`config.mk`:
```
export PLATFORM = sky130hd
export DESIGN_NAME = flash_cmd_assembler_flat
export DESIGN_NICKNAME = d
export VERILOG_FILES = /design/src/rtl/flash_cmd_assembler_if.sv /design/src/rtl/flash_cmd_assembler.sv /design/src/flat_wrapper.sv
export SDC_FILE = /design/constraint.sdc
export NUM_CORES = 1
export LEC_CHECK = 0
export ABC_AREA = 1
export BUFFER_PORTS_ARGS = -buffer_cell sky130_fd_sc_hd__buf_2
export CORE_AREA = 2 2 88 175
export CTS_CLUSTER_DIAMETER = 40
export CTS_CLUSTER_SIZE = 16
export DETAILED_ROUTE_END_ITERATION = 12
export DIE_AREA = 0 0 90 177
export PLACE_DENSITY = 0.69
export SLEW_MARGIN = 20
export SYNTH_ARGS = -nofsm -noshare
export SYNTH_HDL_FRONTEND = slang
export SYNTH_SLANG_ARGS = --single-unit
```
`constraint.sdc`:
```
create_clock -name clk -period 9.2 [get_ports clk]
set_clock_uncertainty 0.05 [all_clocks]
set_input_delay 1.38 -clock clk [delete_from_list [all_inputs] [get_ports clk]]
set_output_delay 1.38 -clock clk [all_outputs]
set_load 0.05 [all_outputs]
```
`src/rtl/flash_cmd_assembler_if.sv`:
```
// Byte link in, flash command word out.
// Groups the MCU byte stream and the command-receiver side.
interface flash_cmd_assembler_if;
  logic [7:0]  rx_data;
  logic        rx_valid;
  logic        rx_frame_err;
  logic [31:0] cmd;
  logic        start_trs;
  logic        bad_header;
  logic        timeout_err;
  logic        overrun_err;
  logic [15:0] word_cnt;

  modport master (
    output rx_data,
    output rx_valid,
    output rx_frame_err,
    input  cmd,
    input  start_trs,
    input  bad_header,
    input  timeout_err,
    input  overrun_err,
    input  word_cnt
  );

  modport slave (
    input  rx_data,
    input  rx_valid,
    input  rx_frame_err,
    output cmd,
    output start_trs,
    output bad_header,
    output timeout_err,
    output overrun_err,
    output word_cnt
  );
endinterface

```
`src/rtl/flash_cmd_assembler.sv`:
```
// Packs MCU bytes into 32-bit flash commands with header
// check, inter-byte timeout, one-word pending and strobe spacing.
module flash_cmd_assembler #(
  parameter int unsigned TIMEOUT_CYCLES = 240000,
  parameter int unsigned HOLD_CYCLES    = 8
) (
  input  logic clk,
  input  logic rst,
  flash_cmd_assembler_if.slave bus
);

  localparam logic [23:0] TO_LAST   = 24'(TIMEOUT_CYCLES - 1);
  localparam logic [7:0]  HOLD_INIT = 8'(HOLD_CYCLES);

  typedef enum logic {
    ST_IDLE,
    ST_HOLD
  } state_t;

  logic [1:0]  idx_r;
  logic [23:0] word_r;
  logic [23:0] tcnt_r;
  logic [31:0] pend_r;
  logic        pend_v_r;
  state_t      state_r;
  state_t      state_n;
  logic [7:0]  hold_r;
  logic [7:0]  hold_n;
  logic [31:0] cmd_r;
  logic        st_r;
  logic        bh_r;
  logic        te_r;
  logic        oe_r;
  logic [15:0] word_cnt_r;

  logic        hdr_ok;
  logic        byte_ok;
  logic        frame_drop;
  logic        accept;
  logic        hdr_bad;
  logic        word_done;
  logic        expire;
  logic        issue;
  logic [31:0] full_word;

  // Recognise the legal command header bytes.
  always_comb begin
    hdr_ok = 1'b0;
    case (bus.rx_data)
      8'hA0, 8'hAC, 8'hAD,
      8'hAE, 8'hAF, 8'hB0: hdr_ok = 1'b1;
      default:             hdr_ok = 1'b0;
    endcase
  end

  assign byte_ok    = bus.rx_valid & ~bus.rx_frame_err;
  assign frame_drop = bus.rx_valid & bus.rx_frame_err;
  assign accept     = byte_ok & ((idx_r != 2'd0) | hdr_ok);
  assign hdr_bad    = byte_ok & (idx_r == 2'd0) & ~hdr_ok;
  assign word_done  = accept & (idx_r == 2'd3);
  assign expire     = ~bus.rx_valid & (idx_r != 2'd0)
                    & (tcnt_r == TO_LAST);
  assign full_word  = {word_r, bus.rx_data};

  // Byte position, partial word and inter-byte idle counter.
  always_ff @(posedge clk or posedge rst) begin
    if (rst) begin
      idx_r  <= 2'd0;
      word_r <= 24'd0;
      tcnt_r <= 24'd0;
    end else if (frame_drop) begin
      idx_r  <= 2'd0;
      tcnt_r <= 24'd0;
    end else if (accept) begin
      case (idx_r)
        2'd0:    word_r[23:16] <= bus.rx_data;
        2'd1:    word_r[15:8]  <= bus.rx_data;
        2'd2:    word_r[7:0]   <= bus.rx_data;
        default: word_r        <= word_r;
      endcase
      idx_r  <= idx_r + 2'd1;
      tcnt_r <= 24'd0;
    end else if (expire) begin
      idx_r  <= 2'd0;
      tcnt_r <= 24'd0;
    end else if (idx_r != 2'd0 && !bus.rx_valid) begin
      tcnt_r <= tcnt_r + 24'd1;
    end
  end

  // One-word pending slot; a drain in the same cycle frees it.
  always_ff @(posedge clk or posedge rst) begin
    if (rst) begin
      pend_r   <= 32'd0;
      pend_v_r <= 1'b0;
    end else if (word_done && (!pend_v_r || issue)) begin
      pend_r   <= full_word;
      pend_v_r <= 1'b1;
    end else if (issue) begin
      pend_v_r <= 1'b0;
    end
  end

  // Output FSM state and hold counter registers.
  always_ff @(posedge clk or posedge rst) begin
    if (rst) begin
      state_r <= ST_IDLE;
      hold_r  <= 8'd0;
    end else begin
      state_r <= state_n;
      hold_r  <= hold_n;
    end
  end

  // Issue from IDLE, then hold off for the configured spacing.
  always_comb begin
    state_n = state_r;
    hold_n  = hold_r;
    issue   = 1'b0;
    unique case (state_r)
      ST_IDLE: begin
        if (pend_v_r) begin
          issue   = 1'b1;
          state_n = ST_HOLD;
          hold_n  = HOLD_INIT;
        end
      end
      ST_HOLD: begin
        if (hold_r <= 8'd1) begin
          state_n = ST_IDLE;
        end else begin
          hold_n = hold_r - 8'd1;
        end
      end
      default: state_n = ST_IDLE;
    endcase
  end

  // Registered command, strobe, error pulses and word count.
  always_ff @(posedge clk or posedge rst) begin
    if (rst) begin
      cmd_r      <= 32'd0;
      st_r       <= 1'b0;
      bh_r       <= 1'b0;
      te_r       <= 1'b0;
      oe_r       <= 1'b0;
      word_cnt_r <= 16'd0;
    end else begin
      st_r <= issue;
      bh_r <= hdr_bad;
      te_r <= expire;
      oe_r <= word_done & pend_v_r & ~issue;
      if (issue) begin
        cmd_r      <= pend_r;
        word_cnt_r <= word_cnt_r + 16'd1;
      end
    end
  end

  assign bus.cmd         = cmd_r;
  assign bus.start_trs   = st_r;
  assign bus.bad_header  = bh_r;
  assign bus.timeout_err = te_r;
  assign bus.overrun_err = oe_r;
  assign bus.word_cnt    = word_cnt_r;

endmodule
```
`src/flat_wrapper.sv`:
```
// flat-port wrapper written by rule: the top's interface ports become plain ports
module flash_cmd_assembler_flat 
#(
  parameter int unsigned TIMEOUT_CYCLES = 240000,
  parameter int unsigned HOLD_CYCLES    = 8
)
  (clk, rst, bus_rx_data, bus_rx_valid, bus_rx_frame_err, bus_cmd, bus_start_trs, bus_bad_header, bus_timeout_err, bus_overrun_err, bus_word_cnt);
  flash_cmd_assembler_if bus_i ();
  input  logic clk;
  input  logic rst;
  input wire logic [$bits(bus_i.rx_data)-1:0] bus_rx_data;
  input wire logic [$bits(bus_i.rx_valid)-1:0] bus_rx_valid;
  input wire logic [$bits(bus_i.rx_frame_err)-1:0] bus_rx_frame_err;
  output wire logic [$bits(bus_i.cmd)-1:0] bus_cmd;
  output wire logic [$bits(bus_i.start_trs)-1:0] bus_start_trs;
  output wire logic [$bits(bus_i.bad_header)-1:0] bus_bad_header;
  output wire logic [$bits(bus_i.timeout_err)-1:0] bus_timeout_err;
  output wire logic [$bits(bus_i.overrun_err)-1:0] bus_overrun_err;
  output wire logic [$bits(bus_i.word_cnt)-1:0] bus_word_cnt;
  assign bus_i.rx_data = bus_rx_data;
  assign bus_i.rx_valid = bus_rx_valid;
  assign bus_i.rx_frame_err = bus_rx_frame_err;
  assign bus_cmd = bus_i.cmd;
  assign bus_start_trs = bus_i.start_trs;
  assign bus_bad_header = bus_i.bad_header;
  assign bus_timeout_err = bus_i.timeout_err;
  assign bus_overrun_err = bus_i.overrun_err;
  assign bus_word_cnt = bus_i.word_cnt;
  flash_cmd_assembler #(.TIMEOUT_CYCLES(TIMEOUT_CYCLES), .HOLD_CYCLES(HOLD_CYCLES)) u_core (.clk(clk), .rst(rst), .bus(bus_i));
endmodule
```
==> impl_metrics.tcl, run 1 <==
set metrics [dict create \
    fraction_of_synthesized_cell_area_taken_by_the_top_area_cell_type_pct 55.6 \
    area_added_between_synthesis_and_finish_pct 15.3 \
    final_layout_size_suffix_gt1_share_pct 12.9 \
    worstSkewPairLatency_ns 0.41 \
    number_of_distinct_library_cells_after_synthesis 31 \
    worst_hold_path_type "reg2reg" \
    yosysTopAreaCell "dfrtp_1" \
    timing.final.crit_share_pct 35.6 \
    ys_seq_area_share_pct 55.6 \
    syn_inst 763 \
    worst_ep_arrival_time_ns 3.49 \
    initial_utilization_pct 44.2 \
    port_buffers 63 \
    cp-end-kind "register" \
    syn-mean-instance-area_sq_um 8.49 \
    cp-start-kind "primary input" \
    ff_latch_count_synth 144 \
    cts_hold_buffers 0 \
    setup-violations-final 0 \
    most-common-layout-cells "206 x nand2_1, 144 x dfrtp_1, 91 x nor2_1" \
    place.detailed.hpwl_um 9720 \
    grt_max_degree 85 \
    cts_setup_buffers 0 \
    cts_buffer_depth 2 \
    tns_ns 0 \
    synth_area_leaders "dfrtp_1 56%, nand2_1 12%, nor2_1 5.3%" \
    core_region_area_sq_um 14700 \
    drv.max_cap_violation_count 0 \
    rsz0062_at_grt "no" \
    postSynthNetCount 783 \
    layout.nets 843 \
    grt_antenna_before_repair 0 \
    num_rows 63 \
    cts.clk_slew.worst_paths_ns 0.06 \
    vias_in_the_first_global_route 5043 \
    worst_slew_pin_slew_ns 0.758 \
    global_route.overflow_total 0 \
    numClockSinks 144 \
    slew_headroom_pct 49.4 \
    cts_root_buf "clkbuf_16" \
    dr.pass1.iters 5 \
    grt_pass1_wl_um 24300 \
    cts.repair.resized 0 \
    track_usage_pct 18.8 \
    synth_flop_cell "dfrtp_1" \
    layout_commonest_cell "nand2_1" \
    viasPerCell 5.01 \
    power.ir.vdd_worst_uv 137 \
    die_h_um 177 \
    path_class "in2reg" \
    yosys_warnings 0 \
    residual_drc 0 \
    power_per_cell_area_nw_per_um2 237 \
    ios 64 \
    cts_buffers 17 \
    synth_edf_count 0 \
    vias 5154 \
    synth-async-reset-ratio_pct 100 \
    max_freq_mhz 305 \
    post_drt_wl_per_cell_um 13.8 \
    final_hold_viol_count 0 \
    mappedNetlistArea_sq_um 6480 \
    die_area_sq_um 15900 \
    detailedRoute.firstIterationViolations 340 \
    num_antenna_cells 0 \
    critPathMaxFanout 65 \
    design_power_total_mw 1.77 \
    finalWeightedCongestion 0.894 \
    htree_levels 4 \
    total_leakage_power_nw 3.86 \
    cts_tree "built" \
    postRouteWirelength_um 14200 \
    status "completed" \
    timing.final.max_slew_violations 0 \
    ant_nets 0 \
    critPathRequiredTime_ns 9.41 \
    fin_crit_ns 3.28 \
    x_dimension_of_the_die_um 90 \
]
==> cells in the mapped netlist (all sizes together) (2+ instances only) <==
| cell | number |
|---|---|
| a21oi | 25 |
| buf | 14 |
| clkbuf | 10 |
| dfrtp | 144 |
| ha | 8 |
| inv | 82 |
| nand2 | 207 |
| nand3 | 50 |
| nand4 | 14 |
| nor2 | 94 |
| nor3 | 8 |
| o21ai | 71 |
| o21bai | 2 |
| o22ai | 4 |
| xnor2 | 4 |
| xor2 | 21 |
==> cells by family after synthesis <==
logic type,after synthesis,synth area share (%)
buffers and inverters,107,7.01
DFF,144,55.6
and+or+nand+nor,376,24.1
adders and majority gates,8,1.55
xor gates and xnor gates,25,3.38
AOI/OAI and AO/OA,103,8.32
==> flip-flops by register name, summed over array words and instances, names as in the netlist <==
name                    flops
u_core.tcnt_r              24
u_core.bus.cmd             32
u_core.idx_r                2
u_core.bus.overrun_err      1
u_core.bus.start_trs        1
u_core.state_r              1
u_core.word_r              24
u_core.hold_r               8
u_core.bus.word_cnt        16
u_core.pend_r              32
u_core.bus.bad_header       1
u_core.bus.timeout_err      1
u_core.pend_v_r             1
==> final cells by class <==
cell class / count / area, sq um
clock buffers: 20 / 447
clock inverters: 10 / 90.1
fillers: 1437 / 7190
inverters: 83 / 317
multi-input cells: 512 / 2430
flip-flops and latches: 144 / 3600
well taps: 195 / 244
repair buffers: 65 / 334
==> critical path, stage by stage <==
cell	delay [ns]
buf_2	0.10
inv_1	0.12
nand2_1	0.08
nand2_1	0.05
nand3_1	0.15
a21boi_4	0.49
nand3_4	0.67
nor2_1	0.36
a21oi_1	0.07
==> through the flow <==
step                      setup slack [ns]  hold slack (ns)  utilization, %  area [sq um]  instances
after global placement                5.07            0.387            47.2          6920        999
after detailed placement              5.28            0.393            47.2          6920        999
after floorplan                       3.90            0.373               -          6480        763
after global routing                  5.71            0.421            50.9          7470       1029
after CTS                             5.73            0.408            50.9          7460       1029
final                                 5.92            0.408            50.9          7470       1029
==> worst paths after layout <==
| check | startpoint | slack [ns] | end | depth (start not counted) |
|---|---|---|---|---|
| worst max-delay path | bus_rx_data[3] | 5.92 | u_core.pend_r[18] | 9 |
| worst min-delay path | u_core.bus.word_cnt[15] | 0.41 | u_core.bus.word_cnt[15] | 1 |
| worst max register to register | u_core.idx_r[0] | 6.63 | u_core.pend_r[18] | 6 |
| worst min register to register | u_core.bus.word_cnt[15] | 0.41 | u_core.bus.word_cnt[15] | 1 |
| max in group asynchronous | rst | 6.94 | u_core.bus.word_cnt[11] | 3 |
| min in group asynchronous | rst | 0.96 | u_core.tcnt_r[5] | 2 |
==> per-layer routing <==
metal / routed length, um / share of wire (%) / vias up / global-route usage (%)
li1: - / - / 2539 / -
met1: 6600 / 47 / 2459 / 25.6
met2: 6700 / 47 / 133 / 30.0
met3: 608 / 4.3 / 23 / 3.28
met4: 244 / 1.7 / 0 / 7.69
met5: 0 / 0 / - / 0
==> power breakdown <==
part	internal [mW]	switching [mW]	total [mW]
logic	0.0901	0.252	0.342
clock network	0.375	0.252	0.627
registers	0.741	0.0598	0.801
Note: power is estimated with default switching activity, not from simulation.
==> inputs of run 2 (changes only) <==
--- a/config.mk
+++ b/config.mk
@@ -12,7 +12,7 @@
 export CTS_CLUSTER_SIZE = 16
 export DETAILED_ROUTE_END_ITERATION = 12
 export DIE_AREA = 0 0 90 177
-export PLACE_DENSITY = 0.69
+export PLACE_DENSITY = 0.71
 export SLEW_MARGIN = 20
 export SYNTH_ARGS = -nofsm -noshare
 export SYNTH_HDL_FRONTEND = slang
==> constraint.sdc (replaced) <==
create_clock -name clk -period 2.9 [get_ports clk]
set_clock_uncertainty 0.05 [all_clocks]
set_input_delay 0.435 -clock clk [delete_from_list [all_inputs] [get_ports clk]]
set_output_delay 0.435 -clock clk [all_outputs]
set_load 0.05 [all_outputs]
==> run 2 against run 1 <==
  * Register-to-register slack got worse by 6.0 ns
  * Global-route usage decreased by 0.45 points
  * Combinational power increased to 3.2 times the previous value
  * Worst setup slack got worse by 5.3 ns
  * Clock-buffer cell count unchanged
  * Sequential power increased to 3.2 times the previous value
  * Critical path depth decreased by 1
  * Clock power increased to 3.5 times the previous value
==> impl_metrics.tcl, run 2 (same netlist as run 1, synthesis figures left out) <==
set metrics [dict create \
    tns_ns 0 \
    rsz0062_at_grt "no" \
    finalWeightedCongestion 0.899 \
    worst_ep_arrival_time_ns 2.52 \
    worst_hold_path_type "in2async" \
    critPathTopFamily "simple AND/OR/NAND/NOR gates" \
    final_hold_viol_count 0 \
    die_area_sq_um 15900 \
    cp_num_buf_inv 2 \
    fin_crit_ns 2.28 \
    area_added_between_synthesis_and_finish_pct 17.4 \
    num_rows 63 \
    grt_pass1_wl_um 23800 \
    path_cells "inv_1, ha_1, nand2_1, nand2_1, nand3_1, buf_4, nand3_1, o21ai_0" \
    die_h_um 177 \
    timing.final.max_slew_violations 0 \
    final_core_utilization_pct 51.9 \
    critPathRequiredTime_ns 3.14 \
    postRouteWirelength_um 13800 \
    x_dimension_of_the_die_um 90 \
    dr.pass1.iters 5 \
    slew_headroom_pct 37.3 \
    worstSkewPairLatency_ns 0.41 \
    cts.repair.resized 0 \
    residual_drc 0 \
    final_layout_size_suffix_gt1_share_pct 13.8 \
    path_class "reg2reg" \
    critPathMaxFanout 19 \
    cp-start-kind "register" \
    numClockSinks 144 \
    global_route.overflow_total 0 \
    worst_path_largest_cell_delay_ns 0.40 \
    final_instance_area_sq_um 7610 \
    total_leakage_power_nw 3.93 \
    layout.nets 850 \
    filler_cell_count 1410 \
    cts_buffer_depth 2 \
    worst_slew_pin_slew_ns 0.939 \
    htree_levels 4 \
    setup-violations-final 0 \
    cts_setup_buffers 0 \
    power.ir.vdd_worst_uv 471 \
    initial_utilization_pct 44.2 \
    grt_antenna_before_repair 0 \
    ios 64 \
    num_antenna_cells 0 \
    vias_in_the_first_global_route 4998 \
    timing.final.crit_share_pct 78.6 \
    port_buffers 63 \
    vias 5151 \
    max_freq_mhz 439 \
    most-common-layout-cells "206 x nand2_1, 144 x dfrtp_1, 91 x nor2_1" \
    detailedRoute.firstIterationViolations 386 \
    drv.max_cap_violation_count 0 \
    status "completed" \
    cts_root_buf "clkbuf_16" \
    ant_nets 0 \
    cts_hold_buffers 0 \
    critical_path.slowest_cell "dfrtp_1" \
    track_usage_pct 18.4 \
    cts.clk_slew.worst_paths_ns 0.06 \
    register_area_sq_um 3600 \
    cts_buffers 17 \
    core_region_area_sq_um 14700 \
    multi_input_comb_area_sq_um 2420 \
    place.detailed.hpwl_um 9590 \
    viasPerCell 4.96 \
    cp-end-kind "register" \
    layout_commonest_cell "nand2_1" \
    post_drt_wl_per_cell_um 13.3 \
    placement.cell_area_sq_um 7000 \
    cts_tree "built" \
    power_per_cell_area_nw_per_um2 768 \
    grt_max_degree 66 \
]
-- run 2: power breakdown --
part	total, mW	switching [mW]	internal [mW]
clock network	2.22	0.836	1.38
logic	1.09	0.789	0.299
registers	2.54	0.192	2.35
total	5.85	1.82	4.03
-- run 2: path summary, 6_finish.rpt --
kind                       slack [ns]  depth (start not counted)                    end         startpoint
setup / recovery                 0.62                          8      u_core.tcnt_r[18]    u_core.idx_r[0]
hold / removal                   0.17                          2       u_core.tcnt_r[0]                rst
setup reg to reg                 0.62                          8      u_core.tcnt_r[18]    u_core.idx_r[0]
hold reg to reg                  0.40                          2      u_core.word_r[23]  u_core.word_r[23]
max in group asynchronous        1.86                          3        u_core.pend_v_r                rst
min in group clk                 0.18                          2  u_core.bus.bad_header   bus_rx_frame_err
-- run 2: layout make-up --
cell class | count | area share [%]
inverter | 83 | 4.14
timing repair buffer | 72 | 5.53
clock buffer | 20 | 5.87
multi-input combinational | 512 | 31.8
sequential | 144 | 47.4
tap | 195 | 3.21
clock inverter | 12 | 2.07
-- run 2: metrics by stage --
step / hold WS, ns / std cells / total power [mW] / worst slack (ns)
after global routing: 0.188 / 1038 / 6.17 / 0.402
final: 0.174 / 1038 / 5.85 / 0.622
after detailed placement: 0.391 / 1006 / 3.66 / 0.558
after CTS: 0.175 / 1038 / 5.90 / 0.635
after global placement: 0.384 / 1006 / 3.62 / 0.616
after floorplan: 0.373 / 763 / 3.38 / 0.610
-- run 2: worst reg2reg max path, cell delays in order (launching register included) --
cell	delay [ns]
dfrtp_1	0.40
inv_1	0.13
ha_1	0.30
nand2_1	0.10
nand2_1	0.29
nand3_1	0.38
buf_4	0.33
nand3_1	0.10
o21ai_0	0.08
-- run 2: layer usage --
metal  wire [um]  share of wire [%]  vias up  global-route usage, %
li1            -                  -     2545                      -
met1        6300                 46     2427                   24.9
met2        6530                 47      161                   29.6
met3         777                5.6       18                   3.83
met4         161                1.2        0                   6.03
met5           0                  0        -                      0
==> inputs of run 3 (changes only) <==
--- a/config.mk
+++ b/config.mk
@@ -12,7 +12,7 @@
 export CTS_CLUSTER_SIZE = 16
 export DETAILED_ROUTE_END_ITERATION = 12
 export DIE_AREA = 0 0 90 177
-export PLACE_DENSITY = 0.71
+export PLACE_DENSITY = 0.69
 export SLEW_MARGIN = 20
 export SYNTH_ARGS = -nofsm -noshare
 export SYNTH_HDL_FRONTEND = slang
==> constraint.sdc (replaced) <==
create_clock -name clk -period 2.31 [get_ports clk]
set_clock_uncertainty 0.05 [all_clocks]
set_input_delay 0.3465 -clock clk [delete_from_list [all_inputs] [get_ports clk]]
set_output_delay 0.3465 -clock clk [all_outputs]
set_load 0.05 [all_outputs]
==> run 3 against run 2 <==
  * Fmax up 20%
  * Clock power up 14%
  * Clock-buffer cell count down 1
  * Critical path type unchanged
  * Critical endpoint is now u_core.tcnt_r[4]
==> impl_metrics.tcl, run 3 (same netlist as run 1, synthesis figures left out) <==
set metrics [dict create \
    vias 5171 \
    instances_no_fill 1041 \
    placedCellCount 1008 \
    layout.nets 853 \
    dr.pass1.iters 5 \
    place.detailed.hpwl_um 9740 \
    rsz0062_at_grt "no" \
    tns_ns 0 \
    cts.repair.resized 0 \
    cts_buffer_depth 2 \
    initial_utilization_pct 44.2 \
    cts_buffers 17 \
    ios 64 \
    design_power_total_mw 7.09 \
    grt_pass1_wl_um 24700 \
    cp-end-kind "register" \
    residual_drc 0 \
    cpMostUsedCell "inv_2" \
    critPathMaxFanout 4 \
    post_drt_wl_per_cell_um 13.4 \
    grt_antenna_before_repair 0 \
    viasPerCell 4.97 \
    die_area_sq_um 15900 \
    num_rows 63 \
    setup-violations-final 0 \
    met3WireLength_um 651 \
    timing.final.crit_share_pct 82.5 \
    die_h_um 177 \
    worst_ep_arrival_time_ns 2.16 \
    worstSkewPairLatency_ns 0.41 \
    final_layout_size_suffix_gt1_share_pct 14.1 \
    met2_length_um 6660 \
    htree_levels 4 \
    slew_headroom_pct 59.9 \
    status "completed" \
    most-common-layout-cells "206 x nand2_1, 144 x dfrtp_1, 91 x nor2_1" \
    fin_crit_ns 1.91 \
    max_freq_mhz 525 \
    filler_cell_count 1394 \
    cts_tree "built" \
    grt_max_degree 68 \
    routedLengthMet1_um 6480 \
    cts_setup_buffers 0 \
    path_class "reg2reg" \
    drv.max_cap_violation_count 0 \
    vias_in_the_first_global_route 5143 \
    top_layer_used "met4" \
    total_leakage_power_nw 3.90 \
    x_dimension_of_the_die_um 90 \
    area_added_between_synthesis_and_finish_pct 16.8 \
    cts_root_buf "clkbuf_16" \
    worst_path_largest_cell_delay_ns 0.37 \
    timing.final.max_slew_violations 0 \
    global_route.overflow_total 0 \
    ant_nets 0 \
    power.ir.vdd_worst_uv 520 \
    worst_slew_pin_slew_ns 0.600 \
    power_per_cell_area_nw_per_um2 938 \
    cp-start-kind "register" \
    layout_commonest_cell "nand2_1" \
    hp-start "bus_rx_frame_err" \
    cts.clk_slew.worst_paths_ns 0.06 \
    worst_hold_path_type "in2reg" \
    critPathRequiredTime_ns 2.56 \
    detailedRoute.firstIterationViolations 338 \
    numClockSinks 144 \
    finalWeightedCongestion 0.958 \
    num_antenna_cells 0 \
    port_buffers 63 \
    critPathLaunch "u_core.idx_r[0]" \
    final_core_utilization_pct 51.6 \
    track_usage_pct 19.1 \
    final_hold_viol_count 0 \
    core_region_area_sq_um 14700 \
    worstReg2RegStart "u_core.idx_r[0]" \
    critical_path.slowest_cell "dfrtp_1" \
    postRouteWirelength_um 13900 \
    holdWs_ns 0.0844 \
    path_cells "inv_1, ha_1, nor2_2, inv_2, nor3_1, nand4_1, nand3_2, inv_2, nand2_1, nor2_1" \
]
[run 3: area by class of cell]
type | count | area (sq um) | share of cell area [%]
inverter | 83 | 315 | 4.17
clock inverter | 13 | 105 | 1.39
timing repair buffer | 75 | 433 | 5.72
clock buffer | 19 | 443 | 5.86
tap | 195 | 244 | 3.23
sequential | 144 | 3600 | 47.6
multi-input combinational | 512 | 2420 | 32.0
[run 3: path summary, 6_finish.rpt]
path	endpoint	slack, ns	depth (start not counted)
worst max-delay path	u_core.tcnt_r[4]	0.40	10
worst min-delay path	u_core.bus.bad_header	0.08	2
worst max register to register	u_core.tcnt_r[4]	0.40	10
worst min register to register	u_core.word_r[23]	0.41	2
max in group asynchronous	u_core.bus.word_cnt[2]	0.99	4
min in group asynchronous	u_core.tcnt_r[7]	0.50	3
[run 3: power breakdown]
group          switching [mW]  internal, mW  total (mW)
clock network            1.10          1.42        2.52
logic                    1.01         0.390        1.40
registers               0.225          2.95        3.17
total                    2.33          4.76        7.09
[run 3: stage by stage]
stage | worst slack, ns | cell area (sq um)
after floorplan | 0.108 | 6480
after global placement | 0.460 | 7010
after detailed placement | 0.384 | 7010
after CTS | 0.405 | 7560
after global routing | 0.199 | 7560
final | 0.405 | 7560
[run 3: what timing repair did]
item / 4_1_cts / 5_1_grt
endpoints found under the setup margin: 0 / 0
hold buffers: 1 / 0
endpoints found under the hold margin: 21 / 0
[run 3: worst max-delay path, delay by kind of cell (launching register included)]
family | cells | cell delay, ns
DFF | 1 | 0.37
and+or+nand+nor | 6 | 0.86
adders and majority gates | 1 | 0.30
buffers and inverters | 3 | 0.23
[run 3: layer usage]
layer | track usage, % | vias to the layer above
li1 | - | 2564
met1 | 26.3 | 2440
met2 | 30.9 | 155
met3 | 4.09 | 12
met4 | 5.38 | 0
met5 | 0 | -
